**src/rtl/cci_mpf_svc_vtp_pt_fim_port.sv**
```systemverilog
// Memory-side responder for the VTP page-table walker: forwards walker reads and
// service-message writes to host memory, tracks credits, returns read data in order.
module cci_mpf_svc_vtp_pt_fim_port #(
  parameter int ADDR_WIDTH = 42,
  parameter int DATA_WIDTH = 512,
  parameter int MAX_RD_OUTSTANDING = 4,
  parameter int MAX_WR_OUTSTANDING = 4,
  localparam int RC_W = $clog2(MAX_RD_OUTSTANDING + 1),
  localparam int WC_W = $clog2(MAX_WR_OUTSTANDING + 1)
) (
  input  logic                  clk,
  input  logic                  reset,
  input  logic                  readEn,
  input  logic [ADDR_WIDTH-1:0] readAddr,
  output logic                  readRdy,
  output logic                  readDataEn,
  output logic [DATA_WIDTH-1:0] readData,
  input  logic                  writeEn,
  input  logic [ADDR_WIDTH-1:0] writeAddr,
  output logic                  writeRdy,
  input  logic [63:0]           writeData,
  output logic                  mem_rd_req_valid,
  output logic [ADDR_WIDTH-1:0] mem_rd_req_addr,
  input  logic                  mem_rd_req_ready,
  input  logic                  mem_rd_rsp_valid,
  input  logic [DATA_WIDTH-1:0] mem_rd_rsp_data,
  output logic                  mem_wr_req_valid,
  output logic [ADDR_WIDTH-1:0] mem_wr_req_addr,
  output logic [DATA_WIDTH-1:0] mem_wr_req_data,
  input  logic                  mem_wr_req_ready,
  input  logic                  mem_wr_rsp_valid,
  output logic [RC_W-1:0]       rd_outstanding,
  output logic [WC_W-1:0]       wr_outstanding
);

  localparam logic [RC_W-1:0] RD_MAX = RC_W'(MAX_RD_OUTSTANDING);
  localparam logic [WC_W-1:0] WR_MAX = WC_W'(MAX_WR_OUTSTANDING);

  typedef enum logic [1:0] {RD_IDLE, RD_BLOCKED, RD_ISSUE} rd_state_t;

  // Credit counters never wrap: callers only pass dec when the count is non-zero.
  function automatic logic [RC_W-1:0] rd_cnt_step(input logic [RC_W-1:0] cnt,
                                                  input logic inc, input logic dec);
    case ({inc, dec})
      2'b10:   return cnt + RC_W'(1);
      2'b01:   return cnt - RC_W'(1);
      default: return cnt;
    endcase
  endfunction

  function automatic logic [WC_W-1:0] wr_cnt_step(input logic [WC_W-1:0] cnt,
                                                  input logic inc, input logic dec);
    case ({inc, dec})
      2'b10:   return cnt + WC_W'(1);
      2'b01:   return cnt - WC_W'(1);
      default: return cnt;
    endcase
  endfunction

  logic                  wr_pend;
  logic [ADDR_WIDTH-1:0] wr_addr_q;
  logic [DATA_WIDTH-1:0] wr_data_q;
  logic [WC_W-1:0]       wr_cnt;
  logic                  wr_accept;
  logic                  wr_ack;

  rd_state_t             rd_state, rd_state_n;
  logic [ADDR_WIDTH-1:0] rd_addr_q;
  logic [RC_W-1:0]       rd_cnt;
  logic [WC_W-1:0]       wr_snap;
  logic                  snap_clear;
  logic                  rd_accept;
  logic                  rd_rsp;

  logic                  rsp_vld_p1;
  logic [DATA_WIDTH-1:0] rsp_data_p1;

  // Write path: single holding register
  assign writeRdy  = !wr_pend && (wr_cnt < WR_MAX);
  assign wr_accept = writeEn && writeRdy;
  assign wr_ack    = mem_wr_rsp_valid && (wr_cnt != '0);

  always_ff @(posedge clk) begin
    if (reset) begin
      wr_pend <= 1'b0;
      wr_cnt  <= '0;
    end else begin
      if (wr_accept)
        wr_pend <= 1'b1;
      else if (wr_pend && mem_wr_req_ready)
        wr_pend <= 1'b0;
      wr_cnt <= wr_cnt_step(wr_cnt, wr_accept, wr_ack);
    end
  end

  always_ff @(posedge clk) begin
    if (wr_accept) begin
      wr_addr_q <= writeAddr;
      wr_data_q <= DATA_WIDTH'(writeData);
    end
  end

  assign mem_wr_req_valid = wr_pend;
  assign mem_wr_req_addr  = wr_addr_q;
  assign mem_wr_req_data  = wr_data_q;
  assign wr_outstanding   = wr_cnt;

  // Read path FSM
  assign rd_accept = readEn && readRdy;
  assign rd_rsp    = mem_rd_rsp_valid && (rd_cnt != '0);

  always_ff @(posedge clk) begin
    if (reset) rd_state <= RD_IDLE;
    else       rd_state <= rd_state_n;
  end

  // The read waits only for writes accepted before it; this cycle's ack counts.
  assign snap_clear = (wr_snap == '0) || ((wr_snap == WC_W'(1)) && wr_ack);

  always_comb begin
    rd_state_n = rd_state;
    unique case (rd_state)
      RD_IDLE:    if (rd_accept)        rd_state_n = RD_BLOCKED;
      RD_BLOCKED: if (snap_clear)       rd_state_n = RD_ISSUE;
      RD_ISSUE:   if (mem_rd_req_ready) rd_state_n = RD_IDLE;
      default:                          rd_state_n = RD_IDLE;
    endcase
  end

  always_comb begin
    readRdy          = (rd_state == RD_IDLE) && (rd_cnt < RD_MAX);
    mem_rd_req_valid = (rd_state == RD_ISSUE);
  end

  always_ff @(posedge clk) begin
    if (reset) begin
      rd_cnt  <= '0;
      wr_snap <= '0;
    end else begin
      rd_cnt <= rd_cnt_step(rd_cnt, rd_accept, rd_rsp);
      if (rd_accept)
        wr_snap <= wr_cnt - WC_W'(wr_ack);
      else if ((rd_state == RD_BLOCKED) && wr_ack && (wr_snap != '0))
        wr_snap <= wr_snap - WC_W'(1);
    end
  end

  always_ff @(posedge clk) begin
    if (rd_accept) rd_addr_q <= readAddr;
  end

  assign mem_rd_req_addr = rd_addr_q;
  assign rd_outstanding  = rd_cnt;

  // Response stage p1: registered read data
  always_ff @(posedge clk) begin
    if (reset) rsp_vld_p1 <= 1'b0;
    else       rsp_vld_p1 <= rd_rsp;
  end

  always_ff @(posedge clk) begin
    if (rd_rsp) rsp_data_p1 <= mem_rd_rsp_data;
  end

  assign readDataEn = rsp_vld_p1;
  assign readData   = rsp_data_p1;

  always_ff @(posedge clk) begin
    if (!reset) begin
      assert (!(readEn && !readRdy)) else $error("readEn while readRdy low");
      assert (!(writeEn && !writeRdy)) else $error("writeEn while writeRdy low");
      assert (!(mem_rd_rsp_valid && (rd_cnt == '0)))
        else $warning("read response with no read outstanding dropped");
      assert (!(mem_wr_rsp_valid && (wr_cnt == '0)))
        else $warning("write ack with no write outstanding dropped");
    end
  end

endmodule
```
**config.mk**
```make
export PLATFORM = sky130hd
export DESIGN_NAME = cci_mpf_svc_vtp_pt_fim_port
export DESIGN_NICKNAME = d
export VERILOG_FILES = /design/src/rtl/cci_mpf_svc_vtp_pt_fim_port.sv
export SDC_FILE = /design/constraint.sdc
export NUM_CORES = 1
export LEC_CHECK = 0
export ABC_AREA = 1
export BUFFER_PORTS_ARGS = -buffer_cell sky130_fd_sc_hd__buf_2
export CAP_MARGIN = 0
export CORE_AREA = 2 2 693 695
export CTS_CLUSTER_DIAMETER = 30
export DETAILED_ROUTE_END_ITERATION = 16
export DIE_AREA = 0 0 695 697
export PLACE_DENSITY = 0.3
export SLEW_MARGIN = 25
export SYNTH_ARGS = -nofsm -noshare
export SYNTH_HDL_FRONTEND = slang
export SYNTH_SLANG_ARGS = --single-unit
```
**constraint.sdc**
```tcl
create_clock -name clk -period 35.6 [get_ports clk]
set_input_delay 1.78 -clock clk [delete_from_list [all_inputs] [get_ports clk]]
set_output_delay 1.78 -clock clk [all_outputs]
set_load 0.005 [all_outputs]
```
# Yosys cells after proc, flatten, opt, wreduce, memory -nomap -nowiden
# Index checks and enable logic that the tools add are counted.
[op_classes]
order_cmp = 2
muxes = 10
n_eq_ne = 10
n_reduce_logical = 22
n_addsub = 6
[ops]
columns = ["op", "n"]
rows = [
  ["case mux 3 bit (2 select lines)", 2],
  ["logical AND 1 bit", 10],
  ["nonzero test 3 bit", 3],
  ["subtractor 3 x 1 -> 3 bit (second input constant)", 3],
  ["nonzero test 2 bit", 4],
  ["adder 3 x 1 -> 3 bit (second input constant)", 2],
  ["equality test 2 x 1 -> 1 bit (second input constant)", 3],
  ["equality test 2 bit (second input constant)", 3],
  ["< comparator 3 bit (second input constant)", 2],
  ["2-to-1 mux 2 bit", 3],
  ["2-to-1 mux 3 bit", 2],
  ["case mux 2 bit (3 select lines)", 1],
  ["!= test 2 bit (second input constant)", 2],
  ["equality test 3 x 1 -> 1 bit (second input constant)", 1],
  ["zero test 3 bit", 1],
  ["AND reduction 3 bit", 1],
  ["subtractor 3 x 1 -> 3 bit", 1],
  ["zero test 2 bit", 1],
  ["2-to-1 mux 1 bit", 2],
  ["!= test 2 x 1 -> 1 bit (second input constant)", 1],
  ["zero test 1 bit", 1],
  ["logical OR 1 bit", 1],
]
[totals]
ff_bits = 673
output_inout_bits = 1119
in_bits = 668

# Logic depth before layout (Yosys ltp)
# Gate-level depths: netlist (run 1).
[logic_depth]
word_depth = 6
ltp_mapped = 12

# Worst setup path before layout (run 1)
# No wires, ideal clock.
[synth_path]
path_type = "register to register"
from = "register rd_cnt[0], in the netlist rd_outstanding[0]"
to = "register rd_cnt[2], in the netlist rd_outstanding[2]"
required_time_ns = 35.481
setup_slack_ns = 3.543
path_buffers = 0
arrival_ns = 31.937
stages_incl_launch_ff = 8
path_cell_list = "dfxtp_1 > inv_1 > a31oi_1 > ha_1 > a21oi_1 > nand2_1 > o21ai_0 > a21oi_1"
[synth_between]
elab_cells_between_ends = 11
cone_classes = "add/sub (2); order compare (1); eq/ne (2); mux (1); reduce/logical (5)"
[synth_rtl]
columns = ["element", "line_no", "text"]
rows = [
  ["start: declaration", "69", "logic [RC_W-1:0] rd_cnt;"],
  ["start signal: assignment", "140", "rd_cnt <= rd_cnt_step(rd_cnt, rd_accept, rd_rsp);"],
  ["nonzero test 3 bit (*)", "110", "assign rd_rsp = mem_rd_rsp_valid && (rd_cnt != '0);"],
  ["logical AND 1 bit (*)", "110", ""],
  ["net rd_rsp", "73", "logic rd_rsp;"],
  ["equality test 2 x 1 -> 1 bit or equality test 2 bit (tied branches)", "44", "case ({inc, dec})"],
  ["case mux 3 bit (2 select lines) or nonzero test 2 bit (tied branches)", "-", ""],
]
# The timed path passes the listed nets; every way through them passes the cells marked *.
# A chain may end at the register's enable or synchronous reset.

# Worst setup path after layout (run 1)
[layout_path]
from = "input mem_rd_rsp_valid"
to = "register rsp_data_p1[95], in the netlist readData[95] (enable)"
[layout_between]
elab_chain_cells = 1
[layout_rtl]
columns = ["element", "line_no", "text"]
rows = [
  ["start: declaration", "25", "input logic mem_rd_rsp_valid,"],
  ["logical AND 1 bit", "110", ""],
  ["net rd_rsp", "73", ""],
  ["end signal: assignment", "162", "if (rd_rsp) rsp_data_p1 <= mem_rd_rsp_data;"],
  ["end: declaration", "76", "logic [DATA_WIDTH-1:0] rsp_data_p1;"],
]
# The timed path passes the listed nets, and every way through them passes these cells.

==> impl_metrics.xml, run 1 <==
<?xml version="1.0" encoding="UTF-8"?>
<metrics>
  <group name="worst_setup_path">
    <metric name="startpoint_type" unit="">input port</metric>
    <metric name="critical_path_class" unit="">input port to register</metric>
    <metric name="critical_path.max_stage_delay" unit="ps">790</metric>
    <metric name="critPathSlowestCell" unit="">buf_4</metric>
    <metric name="timing.critical_path.mode_cell" unit="">buf_4</metric>
    <metric name="crit_arrival" unit="ps">5820</metric>
    <metric name="critical_path.cell_chain" unit="">buf_2 -&gt; inv_1 -&gt; a31oi_4 -&gt; buf_4 -&gt; buf_4 -&gt; buf_4 -&gt; buf_4 -&gt; buf_4</metric>
    <metric name="critical_path_peak_fanout" unit="">58</metric>
    <metric name="critPathCaptureType" unit="">register</metric>
    <metric name="timing.critical_path.required" unit="ps">36110</metric>
  </group>
  <group name="synthesis">
    <metric name="synth_adder_area_share" unit="%">0.531</metric>
    <metric name="synth_async_sr_flop_share" unit="%">0</metric>
    <metric name="mappedNetlistArea" unit="um^2">24000</metric>
    <metric name="synth_mux_area_share" unit="%">0</metric>
    <metric name="synth_edf_count" unit="">660</metric>
    <metric name="ys_ff_latch" unit="">673</metric>
    <metric name="synth.lib_cells_used.distinct" unit="">25</metric>
    <metric name="sequential_to_total_area_share_from_yosys_stat" unit="%">83.6</metric>
    <metric name="post_synth_main_area_contributors" unit="">edfxtp_1, buf_4, dfxtp_1</metric>
    <metric name="yosysTopAreaCellShare" unit="%">82.5</metric>
    <metric name="yosys.area.top_type" unit="">edfxtp_1</metric>
    <metric name="synth_compound_gate_area_share" unit="%">0.432</metric>
    <metric name="synth_simple_gate_area_share" unit="%">0.937</metric>
    <metric name="synth_area_per_cell" unit="um^2">19.5</metric>
    <metric name="syn_inst" unit="">1230</metric>
    <metric name="yosys.cell_count.top_type" unit="">edfxtp_1</metric>
    <metric name="netlist_top_cells_count" unit="">edfxtp_1, buf_4, inv_1, nand2_1, nor2_1</metric>
    <metric name="synth.yosys.warnings" unit="">0</metric>
    <metric name="synth_ff_type" unit="">edfxtp_1</metric>
    <metric name="synth-xor-area-share" unit="%">0.0365</metric>
    <metric name="main_combinational_cell_family_by_area_after_synthesis" unit="">buffers and inverters</metric>
  </group>
  <group name="global_route">
    <metric name="grt_busiest_layer" unit="">met2</metric>
    <metric name="grt_overflow_total" unit="">0</metric>
    <metric name="use_met1" unit="%">10.9</metric>
    <metric name="grt_pass1_vias" unit="">17849</metric>
    <metric name="grt_start_max_net_pins" unit="">137</metric>
    <metric name="groute.layer.met3.usage" unit="%">6.83</metric>
    <metric name="grt.total_usage" unit="%">10.5</metric>
    <metric name="antenna_found_initial" unit="">374</metric>
    <metric name="grt_pass1_wl" unit="um">305000</metric>
    <metric name="use_met2" unit="%">17.3</metric>
  </group>
  <group name="clock_network">
    <metric name="clock_path_buffers" unit="">4</metric>
    <metric name="cts-buffers-inserted" unit="">242</metric>
    <metric name="cts.sink_count" unit="">673</metric>
    <metric name="holdBufCountCts" unit="">0</metric>
    <metric name="cts-root-buf" unit="">clkbuf_16</metric>
    <metric name="clock_latency" unit="ps">940</metric>
    <metric name="post-cts-setup-buffer-count" unit="">0</metric>
    <metric name="worst_setup_hold_path_clk_slew" unit="ps">40</metric>
    <metric name="post_cts_resized" unit="">0</metric>
    <metric name="tritoncts_clock_tree" unit="">yes</metric>
    <metric name="htree_num_levels" unit="">4</metric>
  </group>
  <group name="pwr">
    <metric name="static-leakage-power" unit="nW">17.4</metric>
    <metric name="max-vdd-ir-drop" unit="V">0.0000419</metric>
    <metric name="power-per-cell-area" unit="nW/um^2">92.2</metric>
  </group>
  <group name="sta">
    <metric name="max-slew-margin-rel" unit="%">35.0</metric>
    <metric name="setup-violations-final" unit="">0</metric>
    <metric name="totalNegativeSetupSlack" unit="ps">0</metric>
    <metric name="final.period_utilization" unit="%">14.9</metric>
    <metric name="clock.fmax" unit="GHz">0.189</metric>
    <metric name="timing_max_transition_violations_final" unit="">0</metric>
    <metric name="layout_min_cycle_time" unit="ps">5300</metric>
    <metric name="final.setup_skew" unit="ps">79.5</metric>
    <metric name="grt_setup_unrepaired" unit="">no</metric>
    <metric name="tightest_slew" unit="ps">976</metric>
    <metric name="timing_hold_violations_final" unit="">0</metric>
  </group>
  <group name="place">
    <metric name="dpl.hpwl" unit="um">239000</metric>
    <metric name="place_congestion" unit="">0.892</metric>
    <metric name="io_buffer_count" unit="">1338</metric>
    <metric name="post_dp_cell_area" unit="um^2">37200</metric>
  </group>
  <group name="worst_hold_path">
    <metric name="hold_path.class" unit="">register to register</metric>
  </group>
  <group name="final_layout">
    <metric name="layout.nets" unit="">3498</metric>
    <metric name="area.growth.synth_to_final" unit="%">91.3</metric>
    <metric name="ff_latch_area" unit="um^2">20100</metric>
    <metric name="multi_input_area" unit="um^2">2160</metric>
    <metric name="layout-drive-gt1-share" unit="%">58.0</metric>
    <metric name="filler_cell_count" unit="">54855</metric>
    <metric name="stdcell_area" unit="um^2">46000</metric>
  </group>
  <group name="floorplanning">
    <metric name="floorplan.io_pins" unit="">1787</metric>
    <metric name="floorplan.core_area" unit="um^2">477000</metric>
    <metric name="num_rows" unit="">254</metric>
    <metric name="die_y" unit="um">697</metric>
    <metric name="fp.dieArea" unit="um^2">484000</metric>
    <metric name="start_util" unit="%">5.04</metric>
    <metric name="die-width" unit="um">695</metric>
  </group>
  <group name="routing">
    <metric name="detail_route.drc_violations" unit="">0</metric>
    <metric name="vias" unit="">18429</metric>
    <metric name="post_drt_via_cell_ratio" unit="">1.93</metric>
    <metric name="route.final.wire_length" unit="um">267000</metric>
    <metric name="first_iter_violations" unit="">1415</metric>
    <metric name="post_drt_wl_per_cell" unit="um">27.9</metric>
    <metric name="detailedRoute.firstPassIterationCount" unit="">5</metric>
    <metric name="detail-route-antenna-nets" unit="">0</metric>
  </group>
  <group name="flow_run">
    <metric name="max-cap-violations" unit="">0</metric>
  </group>
  <group name="status">
    <metric name="run_status" unit="">complete, no violations</metric>
  </group>
</metrics>
-- stage by stage --
stage | power, mW | util, % | std cells | hold slack [ps] | setup slack (ps)
finish | 4.24 | 9.64 | 9551 | 511 | 30300
global route | 4.44 | 9.61 | 9495 | 525 | 29920
CTS | 4.37 | 9.57 | 9431 | 496 | 30140
detailed placement | 2.10 | 7.79 | 8977 | 489 | 29120
global placement | 2.11 | 7.79 | 8977 | 479 | 29240
floorplan | 1.69 | - | 1677 | 466 | 3540
-- final cells by class --
class / count / area share (%)
Timing Repair Buffer: 1349 / 14.8
Sequential cell: 673 / 43.7
Multi-Input combinational cell: 527 / 4.70
Inverter: 28 / 0.242
Clock inverter: 185 / 5.04
Antenna cell: 120 / 0.653
Clock buffer: 269 / 13.5
Tap cell: 6400 / 17.4
-- sequential cells by signal, summed over array words and instances, names as in the netlist, 2 cells and up --
register	cells
readData	512
mem_wr_req_data	64
mem_rd_req_addr	42
mem_wr_req_addr	42
rd_outstanding	3
wr_outstanding	3
wr_snap	3
rd_state	2
-- per-layer routing --
layer  share of wire (%)  up-vias
li1                    -     7040
met1                  34     8822
met2                  46     1754
met3                  16      675
met4                 3.7      138
met5                0.38        -
-- cell families after synthesis --
group / count (synthesis)
AND/OR/NAND/NOR: 50
buffers and inverters: 477
AO/OA/AOI/OAI: 19
flip-flops: 673
other: 1
adder cells (fa/ha/maj): 9
XOR/XNOR: 1
-- path summary, 6_finish.rpt --
| check | depth (start not counted) | slack [ps] | end | start |
|---|---|---|---|---|
| max | 8 | 30300 | readData[95]$_DFFE_PP_ | mem_rd_rsp_valid |
| min | 2 | 510 | mem_wr_req_valid$_SDFFE_PP0P_ | mem_wr_req_valid$_SDFFE_PP0P_ |
| max reg2reg | 7 | 31020 | readData[95]$_DFFE_PP_ | rd_outstanding[1]$_SDFFE_PP0P_ |
| min reg2reg | 2 | 510 | mem_wr_req_valid$_SDFFE_PP0P_ | mem_wr_req_valid$_SDFFE_PP0P_ |
-- report_power, final --
group / leakage, nW / switching (mW) / internal, mW
Sequential: 6.26 / 0.0715 / 1.15
Combinational: 7.10 / 0.636 / 0.167
Clock: 4.00 / 0.666 / 1.55
-- placed cells by master, fill, tap and decap left out, types with 6 or more instances in the layout --
master	count
clkinvlp_4	49
nand2_1	18
edfxtp_1	660
ha_1	7
clkinv_1	32
clkinv_16	6
conb_1	448
a21oi_1	10
inv_6	10
buf_2	1338
diode_2	120
buf_4	10
bufinv_16	43
clkinv_2	40
nor2_1	18
dfxtp_1	13
clkbuf_16	244
inv_1	25
clkbuf_1	25
-- worst max-delay path, delay by kind of cell --
kind | cells | cell delay [ps]
buffers and inverters | 7 | 3550
AOI/OAI and AO/OA | 1 | 210
Power figures use the tool's default switching activity.
==> inputs of run 2 (changes only) <==
--- a/config.mk
+++ b/config.mk
@@ -5,7 +5,7 @@
 export SDC_FILE = /design/constraint.sdc
 export NUM_CORES = 1
 export LEC_CHECK = 0
-export ABC_AREA = 1
+export ABC_AREA = 0
 export BUFFER_PORTS_ARGS = -buffer_cell sky130_fd_sc_hd__buf_2
 export CAP_MARGIN = 0
 export CORE_AREA = 2 2 693 695
==> constraint.sdc (replaced) <==
create_clock -name clk -period 5.1 [get_ports clk]
set_input_delay 0.255 -clock clk [delete_from_list [all_inputs] [get_ports clk]]
set_output_delay 0.255 -clock clk [all_outputs]
set_load 0.005 [all_outputs]
==> run 2 against run 1 <==
Setup slack worse by 28000 ps; hold slack got worse by 420 ps; first-iteration DRC count down 2.5%; combinational power grew to 6.4 times the previous value.
==> impl_metrics.xml, run 2 <==
<?xml version="1.0" encoding="UTF-8"?>
<metrics>
  <group name="routing">
    <metric name="post_drt_via_cell_ratio" unit="">2.05</metric>
    <metric name="dr.max_layer_used" unit="">met5</metric>
    <metric name="route.final.wire_length" unit="um">261000</metric>
    <metric name="met2_wirelength" unit="um">118000</metric>
    <metric name="met3_length" unit="um">43000</metric>
    <metric name="post_drt_wl_per_cell" unit="um">25.5</metric>
    <metric name="detailedRoute.firstPassIterationCount" unit="">5</metric>
    <metric name="vias" unit="">20987</metric>
    <metric name="met1_length" unit="um">88600</metric>
    <metric name="first_iter_violations" unit="">1379</metric>
    <metric name="detail-route-antenna-nets" unit="">0</metric>
    <metric name="detail_route.drc_violations" unit="">0</metric>
  </group>
  <group name="synthesis">
    <metric name="main_combinational_cell_family_by_area_after_synthesis" unit="">buffers and inverters</metric>
    <metric name="post_synth_main_area_contributors" unit="">edfxtp_1, buf_4, dfxtp_1</metric>
    <metric name="synth_compound_gate_area_share" unit="%">0.589</metric>
    <metric name="synth.lib_cells_used.distinct" unit="">36</metric>
    <metric name="synth_async_sr_flop_share" unit="%">0</metric>
    <metric name="netlist_top_cells_count" unit="">edfxtp_1, buf_4, dfxtp_1, inv_1, nor2_1</metric>
    <metric name="yosys.area.top_type" unit="">edfxtp_1</metric>
    <metric name="mappedNetlistArea" unit="um^2">24000</metric>
    <metric name="synth.yosys.warnings" unit="">0</metric>
    <metric name="syn_inst" unit="">1196</metric>
    <metric name="synth_edf_count" unit="">660</metric>
    <metric name="sequential_to_total_area_share_from_yosys_stat" unit="%">83.7</metric>
    <metric name="synth_area_per_cell" unit="um^2">20.1</metric>
    <metric name="synth_simple_gate_area_share" unit="%">0.741</metric>
    <metric name="ys_ff_latch" unit="">673</metric>
    <metric name="synth_adder_area_share" unit="%">0.532</metric>
    <metric name="yosysTopAreaCellShare" unit="%">82.6</metric>
    <metric name="synth_ff_type" unit="">edfxtp_1</metric>
    <metric name="synth_mux_area_share" unit="%">0</metric>
    <metric name="yosys.cell_count.top_type" unit="">edfxtp_1</metric>
    <metric name="synth-xor-area-share" unit="%">0.183</metric>
  </group>
  <group name="worst_setup_path">
    <metric name="critPathSlowestCell" unit="">o31a_4</metric>
    <metric name="critPathCaptureType" unit="">register</metric>
    <metric name="startpoint_type" unit="">register</metric>
    <metric name="critical_path_class" unit="">register to register</metric>
    <metric name="crit_arrival" unit="ps">3330</metric>
    <metric name="worst-r2r-cell-count" unit="">7</metric>
    <metric name="timing.critical_path.required" unit="ps">5860</metric>
    <metric name="critical_path_peak_fanout" unit="">48</metric>
    <metric name="critical_path.cell_chain" unit="">o31a_4 -&gt; ha_1 -&gt; inv_1 -&gt; fa_2 -&gt; xor2_1 -&gt; or3_1 -&gt; a21oi_1</metric>
    <metric name="critical_path.max_stage_delay" unit="ps">690</metric>
  </group>
  <group name="status">
    <metric name="run_status" unit="">complete, no violations</metric>
  </group>
  <group name="final_layout">
    <metric name="mostFrequentLayoutCells" unit="">buf_2, dlygate4sd3_1, edfxtp_1</metric>
    <metric name="largest_register_ffs" unit="">512</metric>
    <metric name="ff_latch_area" unit="um^2">20100</metric>
    <metric name="layout-drive-gt1-share" unit="%">45.3</metric>
    <metric name="multi_input_area" unit="um^2">2180</metric>
    <metric name="area.growth.synth_to_final" unit="%">124</metric>
    <metric name="filler_cell_count" unit="">54418</metric>
    <metric name="layout.nets" unit="">4258</metric>
    <metric name="most_common_cell_after_layout_fill_and_taps_aside" unit="">buf_2</metric>
  </group>
  <group name="sta">
    <metric name="final.setup_skew" unit="ps">112</metric>
    <metric name="max-slew-margin-rel" unit="%">39.3</metric>
    <metric name="layout_min_cycle_time" unit="ps">2570</metric>
    <metric name="clock.fmax" unit="GHz">0.390</metric>
    <metric name="timing_hold_violations_final" unit="">0</metric>
    <metric name="totalNegativeSetupSlack" unit="ps">0</metric>
    <metric name="postLayoutSetupSlackWorst" unit="ps">2530</metric>
    <metric name="final.period_utilization" unit="%">50.3</metric>
    <metric name="tightest_slew" unit="ps">910</metric>
    <metric name="timing_max_transition_violations_final" unit="">0</metric>
    <metric name="grt_setup_unrepaired" unit="">no</metric>
    <metric name="setup-violations-final" unit="">0</metric>
  </group>
  <group name="flow_run">
    <metric name="max-cap-violations" unit="">0</metric>
  </group>
  <group name="pwr">
    <metric name="seq_power_share" unit="%">28.3</metric>
    <metric name="power-per-cell-area" unit="nW/um^2">532</metric>
    <metric name="power.switching_fraction" unit="%">30.3</metric>
    <metric name="static-leakage-power" unit="nW">20.6</metric>
    <metric name="power.switching" unit="mW">8.64</metric>
    <metric name="max-vdd-ir-drop" unit="V">0.000306</metric>
    <metric name="p_clk_share" unit="%">53.8</metric>
    <metric name="combinationalPowerShare" unit="%">17.9</metric>
    <metric name="power.internal" unit="mW">19.9</metric>
  </group>
  <group name="clock_network">
    <metric name="cts-root-buf" unit="">clkbuf_16</metric>
    <metric name="cts.sink_count" unit="">673</metric>
    <metric name="htree_num_levels" unit="">4</metric>
    <metric name="post-cts-setup-buffer-count" unit="">0</metric>
    <metric name="worst_setup_hold_path_clk_slew" unit="ps">40</metric>
    <metric name="cts-buffers-inserted" unit="">244</metric>
    <metric name="clock_path_buffers" unit="">4</metric>
    <metric name="post_cts_resized" unit="">0</metric>
    <metric name="holdBufCountCts" unit="">795</metric>
    <metric name="clock_latency" unit="ps">960</metric>
    <metric name="tritoncts_clock_tree" unit="">yes</metric>
  </group>
  <group name="place">
    <metric name="io_buffer_count" unit="">1338</metric>
    <metric name="place_congestion" unit="">0.893</metric>
    <metric name="detailedPlace.worstSlack" unit="ps">2460</metric>
    <metric name="dpl.hpwl" unit="um">231000</metric>
  </group>
  <group name="global_route">
    <metric name="grt_pass1_wl" unit="um">306000</metric>
    <metric name="grt_start_max_net_pins" unit="">126</metric>
    <metric name="grt_overflow_total" unit="">0</metric>
    <metric name="antenna_found_initial" unit="">268</metric>
    <metric name="grt_pass1_vias" unit="">21756</metric>
    <metric name="grt.total_usage" unit="%">10.3</metric>
  </group>
  <group name="floorplanning">
    <metric name="floorplan.core_area" unit="um^2">477000</metric>
    <metric name="floorplan.io_pins" unit="">1787</metric>
    <metric name="die_y" unit="um">697</metric>
    <metric name="fp.dieArea" unit="um^2">484000</metric>
    <metric name="start_util" unit="%">5.03</metric>
    <metric name="die-width" unit="um">695</metric>
    <metric name="num_rows" unit="">254</metric>
  </group>
  <group name="worst_hold_path">
    <metric name="hold_path.class" unit="">input port to register</metric>
    <metric name="holdPathStages" unit="">2</metric>
  </group>
</metrics>
run 2: final cells by class:
type / instances / area share, %
clock inverters: 157 / 3.87
clock buffers: 288 / 11.8
repair buffers: 2141 / 27.5
well taps: 6400 / 14.9
flip-flops and latches: 673 / 37.4
multi-input cells: 509 / 4.07
inverters: 12 / 0.0979
diodes: 70 / 0.326
run 2: critical path: cells and delay by family, from the launching register on:
| kind | cells | cell delay (ps) |
|---|---|---|
| compound gates | 2 | 860 |
| fa+ha+maj | 2 | 650 |
| flops | 1 | 410 |
| simple gates | 1 | 310 |
| xor+xnor | 1 | 150 |
| buf+inv | 1 | 60 |
run 2: path summary, 6_finish.rpt:
path | start | end | slack [ps]
setup / recovery | rd_outstanding[2]$_SDFFE_PP0P_ | rd_outstanding[2]$_SDFFE_PP0P_ | 2530
hold / removal | mem_rd_rsp_valid | readData[377]$_DFFE_PP_ | 90
setup reg to reg | rd_outstanding[2]$_SDFFE_PP0P_ | rd_outstanding[2]$_SDFFE_PP0P_ | 2530
hold reg to reg | rd_outstanding[0]$_SDFFE_PP0P_ | rd_outstanding[0]$_SDFFE_PP0P_ | 540
run 2: power by group through the flow:
stage	logic (mW)	registers (mW)	clock network, mW
global route	5.60	8.17	16.1
floorplan	1.05	8.33	0
global placement	4.71	8.16	0
CTS	5.43	8.10	15.8
detailed placement	4.71	8.16	0
finish	5.11	8.06	15.4
run 2: per-layer routing:
layer / track usage [%] / vias up
met4: 3.29 / 84
met3: 7.66 / 667
li1: - / 8463
met2: 16.8 / 1670
met5: 0 / -
met1: 10.2 / 10103
run 2: per-stage QoR:
step / util [%] / hold WS (ps) / total power, mW / cells / area [um^2]
3_5_place_dp: 7.79 / 433 / 12.9 / 8940 / 37100
4_1_cts: 11.2 / 0.335 / 29.3 / 10180 / 53500
3_3_place_gp: 7.79 / 432 / 12.9 / 8940 / 37100
2_1_floorplan: - / 331 / 9.38 / 1643 / 25700
5_1_grt: 11.2 / 19.3 / 29.8 / 10206 / 53600
6_report: 11.3 / 94.9 / 28.5 / 10250 / 53700
run 2: kinds of logic (layout without fill, tap and decap cells):
logic type	after synthesis	in the layout
flops	673	673
other cells	1	518
simple gates	28	28
fa+ha+maj	9	9
buf+inv	461	2598
xor+xnor	5	5
compound gates	19	19
==> inputs of run 3 (changes only) <==
--- a/config.mk
+++ b/config.mk
@@ -8,10 +8,10 @@
 export ABC_AREA = 0
 export BUFFER_PORTS_ARGS = -buffer_cell sky130_fd_sc_hd__buf_2
 export CAP_MARGIN = 0
-export CORE_AREA = 2 2 693 695
+export CORE_AREA = 2 2 688 690
 export CTS_CLUSTER_DIAMETER = 30
 export DETAILED_ROUTE_END_ITERATION = 16
-export DIE_AREA = 0 0 695 697
+export DIE_AREA = 0 0 690 692
 export PLACE_DENSITY = 0.3
 export SLEW_MARGIN = 25
 export SYNTH_ARGS = -nofsm -noshare
==> constraint.sdc (replaced) <==
create_clock -name clk -period 2.1 [get_ports clk]
set_input_delay 0.105 -clock clk [delete_from_list [all_inputs] [get_ports clk]]
set_output_delay 0.105 -clock clk [all_outputs]
set_load 0.005 [all_outputs]
==> run 3 against run 2 <==
Wire length is 0.66% lower; clock skew about the same; global-route usage increased by 0.064 points; sequential share of layout area shrank 2.0 points; via count up 5.9%; critical path depth is 4 lower; largest power group unchanged.
==> impl_metrics.xml, run 3 (synthesized netlist as in run 2, its figures left out) <==
<?xml version="1.0" encoding="UTF-8"?>
<metrics>
  <group name="routing">
    <metric name="post_drt_via_cell_ratio" unit="">2.13</metric>
    <metric name="vias" unit="">22228</metric>
    <metric name="detail_route.drc_violations" unit="">0</metric>
    <metric name="route.final.wire_length" unit="um">259000</metric>
    <metric name="detailedRoute.firstPassIterationCount" unit="">5</metric>
    <metric name="post_drt_wl_per_cell" unit="um">24.9</metric>
    <metric name="detail-route-antenna-nets" unit="">0</metric>
    <metric name="first_iter_violations" unit="">1377</metric>
  </group>
  <group name="sta">
    <metric name="postLayoutSetupSlackWorst" unit="ps">59.4</metric>
    <metric name="final.period_utilization" unit="%">97.2</metric>
    <metric name="max-slew-margin-rel" unit="%">40.0</metric>
    <metric name="setup-violations-final" unit="">0</metric>
    <metric name="grt_setup_unrepaired" unit="">no</metric>
    <metric name="layout_min_cycle_time" unit="ps">2040</metric>
    <metric name="timing_max_transition_violations_final" unit="">0</metric>
    <metric name="clock.fmax" unit="GHz">0.490</metric>
    <metric name="tightest_slew" unit="ps">900</metric>
    <metric name="final.setup_skew" unit="ps">113</metric>
    <metric name="timing_hold_violations_final" unit="">0</metric>
  </group>
  <group name="clock_network">
    <metric name="clock_latency" unit="ps">960</metric>
    <metric name="htree_num_levels" unit="">4</metric>
    <metric name="cts-buffers-inserted" unit="">231</metric>
    <metric name="tritoncts_clock_tree" unit="">yes</metric>
    <metric name="cts-root-buf" unit="">clkbuf_16</metric>
    <metric name="worst_setup_hold_path_clk_slew" unit="ps">40</metric>
    <metric name="cts.sink_count" unit="">673</metric>
    <metric name="clock_path_buffers" unit="">4</metric>
  </group>
  <group name="worst_setup_path">
    <metric name="startpoint_type" unit="">register</metric>
    <metric name="critPathSlowestCell" unit="">buf_4</metric>
    <metric name="critical_path_peak_fanout" unit="">35</metric>
    <metric name="crit_arrival" unit="ps">2510</metric>
    <metric name="critPathCaptureType" unit="">register</metric>
    <metric name="critical_path_class" unit="">register to register</metric>
    <metric name="timing.critical_path.required" unit="ps">2570</metric>
    <metric name="critical_path.cell_chain" unit="">o31a_4 -&gt; buf_12 -&gt; buf_4</metric>
    <metric name="critical_path.max_stage_delay" unit="ps">570</metric>
  </group>
  <group name="final_layout">
    <metric name="largest_register_ffs" unit="">512</metric>
    <metric name="layout-drive-gt1-share" unit="%">42.9</metric>
    <metric name="stdcell_area" unit="um^2">56700</metric>
    <metric name="mostFrequentLayoutCells" unit="">buf_2, dlygate4sd3_1, edfxtp_1</metric>
    <metric name="area.growth.synth_to_final" unit="%">137</metric>
    <metric name="layout.nets" unit="">4584</metric>
    <metric name="most_common_cell_after_layout_fill_and_taps_aside" unit="">buf_2</metric>
    <metric name="filler_cell_count" unit="">53478</metric>
  </group>
  <group name="global_route">
    <metric name="grt.total_usage" unit="%">10.4</metric>
    <metric name="grt_overflow_total" unit="">0</metric>
    <metric name="grt_pass1_wl" unit="um">306000</metric>
    <metric name="grt_start_max_net_pins" unit="">89</metric>
    <metric name="grt_pass1_vias" unit="">22516</metric>
    <metric name="antenna_found_initial" unit="">303</metric>
  </group>
  <group name="place">
    <metric name="post_dp_cell_area" unit="um^2">37100</metric>
    <metric name="dpl.hpwl" unit="um">228000</metric>
    <metric name="io_buffer_count" unit="">1338</metric>
    <metric name="detailedPlace.worstSlack" unit="ps">123</metric>
    <metric name="place_congestion" unit="">0.935</metric>
  </group>
  <group name="floorplanning">
    <metric name="num_rows" unit="">252</metric>
    <metric name="die_y" unit="um">692</metric>
    <metric name="floorplan.io_pins" unit="">1787</metric>
    <metric name="start_util" unit="%">5.11</metric>
    <metric name="die-width" unit="um">690</metric>
    <metric name="fp.dieArea" unit="um^2">477000</metric>
    <metric name="floorplan.core_area" unit="um^2">470000</metric>
  </group>
  <group name="flow_run">
    <metric name="max-cap-violations" unit="">0</metric>
  </group>
  <group name="pwr">
    <metric name="max-vdd-ir-drop" unit="V">0.000771</metric>
    <metric name="power-per-cell-area" unit="nW/um^2">1220</metric>
    <metric name="static-leakage-power" unit="nW">22.0</metric>
  </group>
  <group name="status">
    <metric name="run_status" unit="">complete, no violations</metric>
  </group>
  <group name="worst_hold_path">
    <metric name="hold_path.class" unit="">input port to register</metric>
  </group>
</metrics>
## run 3: cell count changes in the layout (fill, tap and decap cells not counted), moves of 4 or more
cell,previous run,this run
dlygate4sd3_1,795,1115
bufinv_16,43,49
buf_4,3,20
clkbuf_1,42,20
clkinv_1,52,39
clkinv_2,27,56
clkbuf_16,246,235
diode_2,70,82
clkinvlp_4,17,21
dfxtp_1,10,6
## run 3: per-stage QoR
| stage | setup TNS, ps | std cells | hold WS (ps) | utilization (%) | power (mW) |
|---|---|---|---|---|---|
| global placement | 0 | 8781 | 282 | 7.90 | 31.1 |
| global route | 0 | 10363 | 2.05 | 12.0 | 72.4 |
| CTS | 0 | 10329 | 0.119 | 12.0 | 71.0 |
| floorplan | -1210300 | 1643 | 181 | - | 22.0 |
| detailed placement | 0 | 8781 | 283 | 7.90 | 31.1 |
| finish | 0 | 10412 | 48.9 | 12.1 | 69.3 |
## run 3: area by class of cell
cell class	instances	area (um^2)	area share (%)
sequential	673	20100	35.4
timing repair buffer	2480	18200	32.0
tap	6223	7790	13.7
clock buffer	257	5980	10.5
clock inverter	176	2250	3.97
multi-input combinational	509	2200	3.87
antenna	82	205	0.362
inverter	12	48.8	0.0860
## run 3: report_power, final
| part | total (mW) | switching, mW | leakage [nW] | internal [mW] |
|---|---|---|---|---|
| Clock | 36.9 | 10.8 | 3.99 | 26.1 |
| Sequential | 19.6 | 1.11 | 6.26 | 18.5 |
| Combinational | 12.8 | 8.73 | 11.8 | 4.05 |
| Total | 69.3 | 20.6 | 22.0 | 48.7 |
## run 3: path summary, 6_finish.rpt
kind	start	cells after the start	end	slack (ps)
setup reg to reg	rd_outstanding[2]$_SDFFE_PP0P_	3	readData[401]$_DFFE_PP_	60
hold reg to reg	wr_outstanding[2]$_SDFFE_PP0P_	2	wr_outstanding[2]$_SDFFE_PP0P_	540
hold / removal	writeAddr[15]	2	mem_wr_req_addr[15]$_DFFE_PP_	50
setup / recovery	rd_outstanding[2]$_SDFFE_PP0P_	3	readData[401]$_DFFE_PP_	60
## run 3: critical path, delay by kind of cell (launching register included)
kind	cells	cell delay [ps]
compound gates	1	170
buf+inv	2	780
flops	1	400
## run 3: what timing repair did
action	in CTS	in global routing
setup endpoints to repair	1	1
buffers inserted	0	1
hold endpoints to repair	682	0
hold buffers	1115	0
gates resized for setup	1	1
## run 3: layer usage
layer / GRT usage (%) / vias up / routed length (um)
met1: 10.4 / 10664 / 88900
met3: 7.71 / 677 / 42200
li1: - / 9138 / -
met2: 16.8 / 1665 / 117000
met4: 3.03 / 84 / 10300
met5: 0 / - / 514
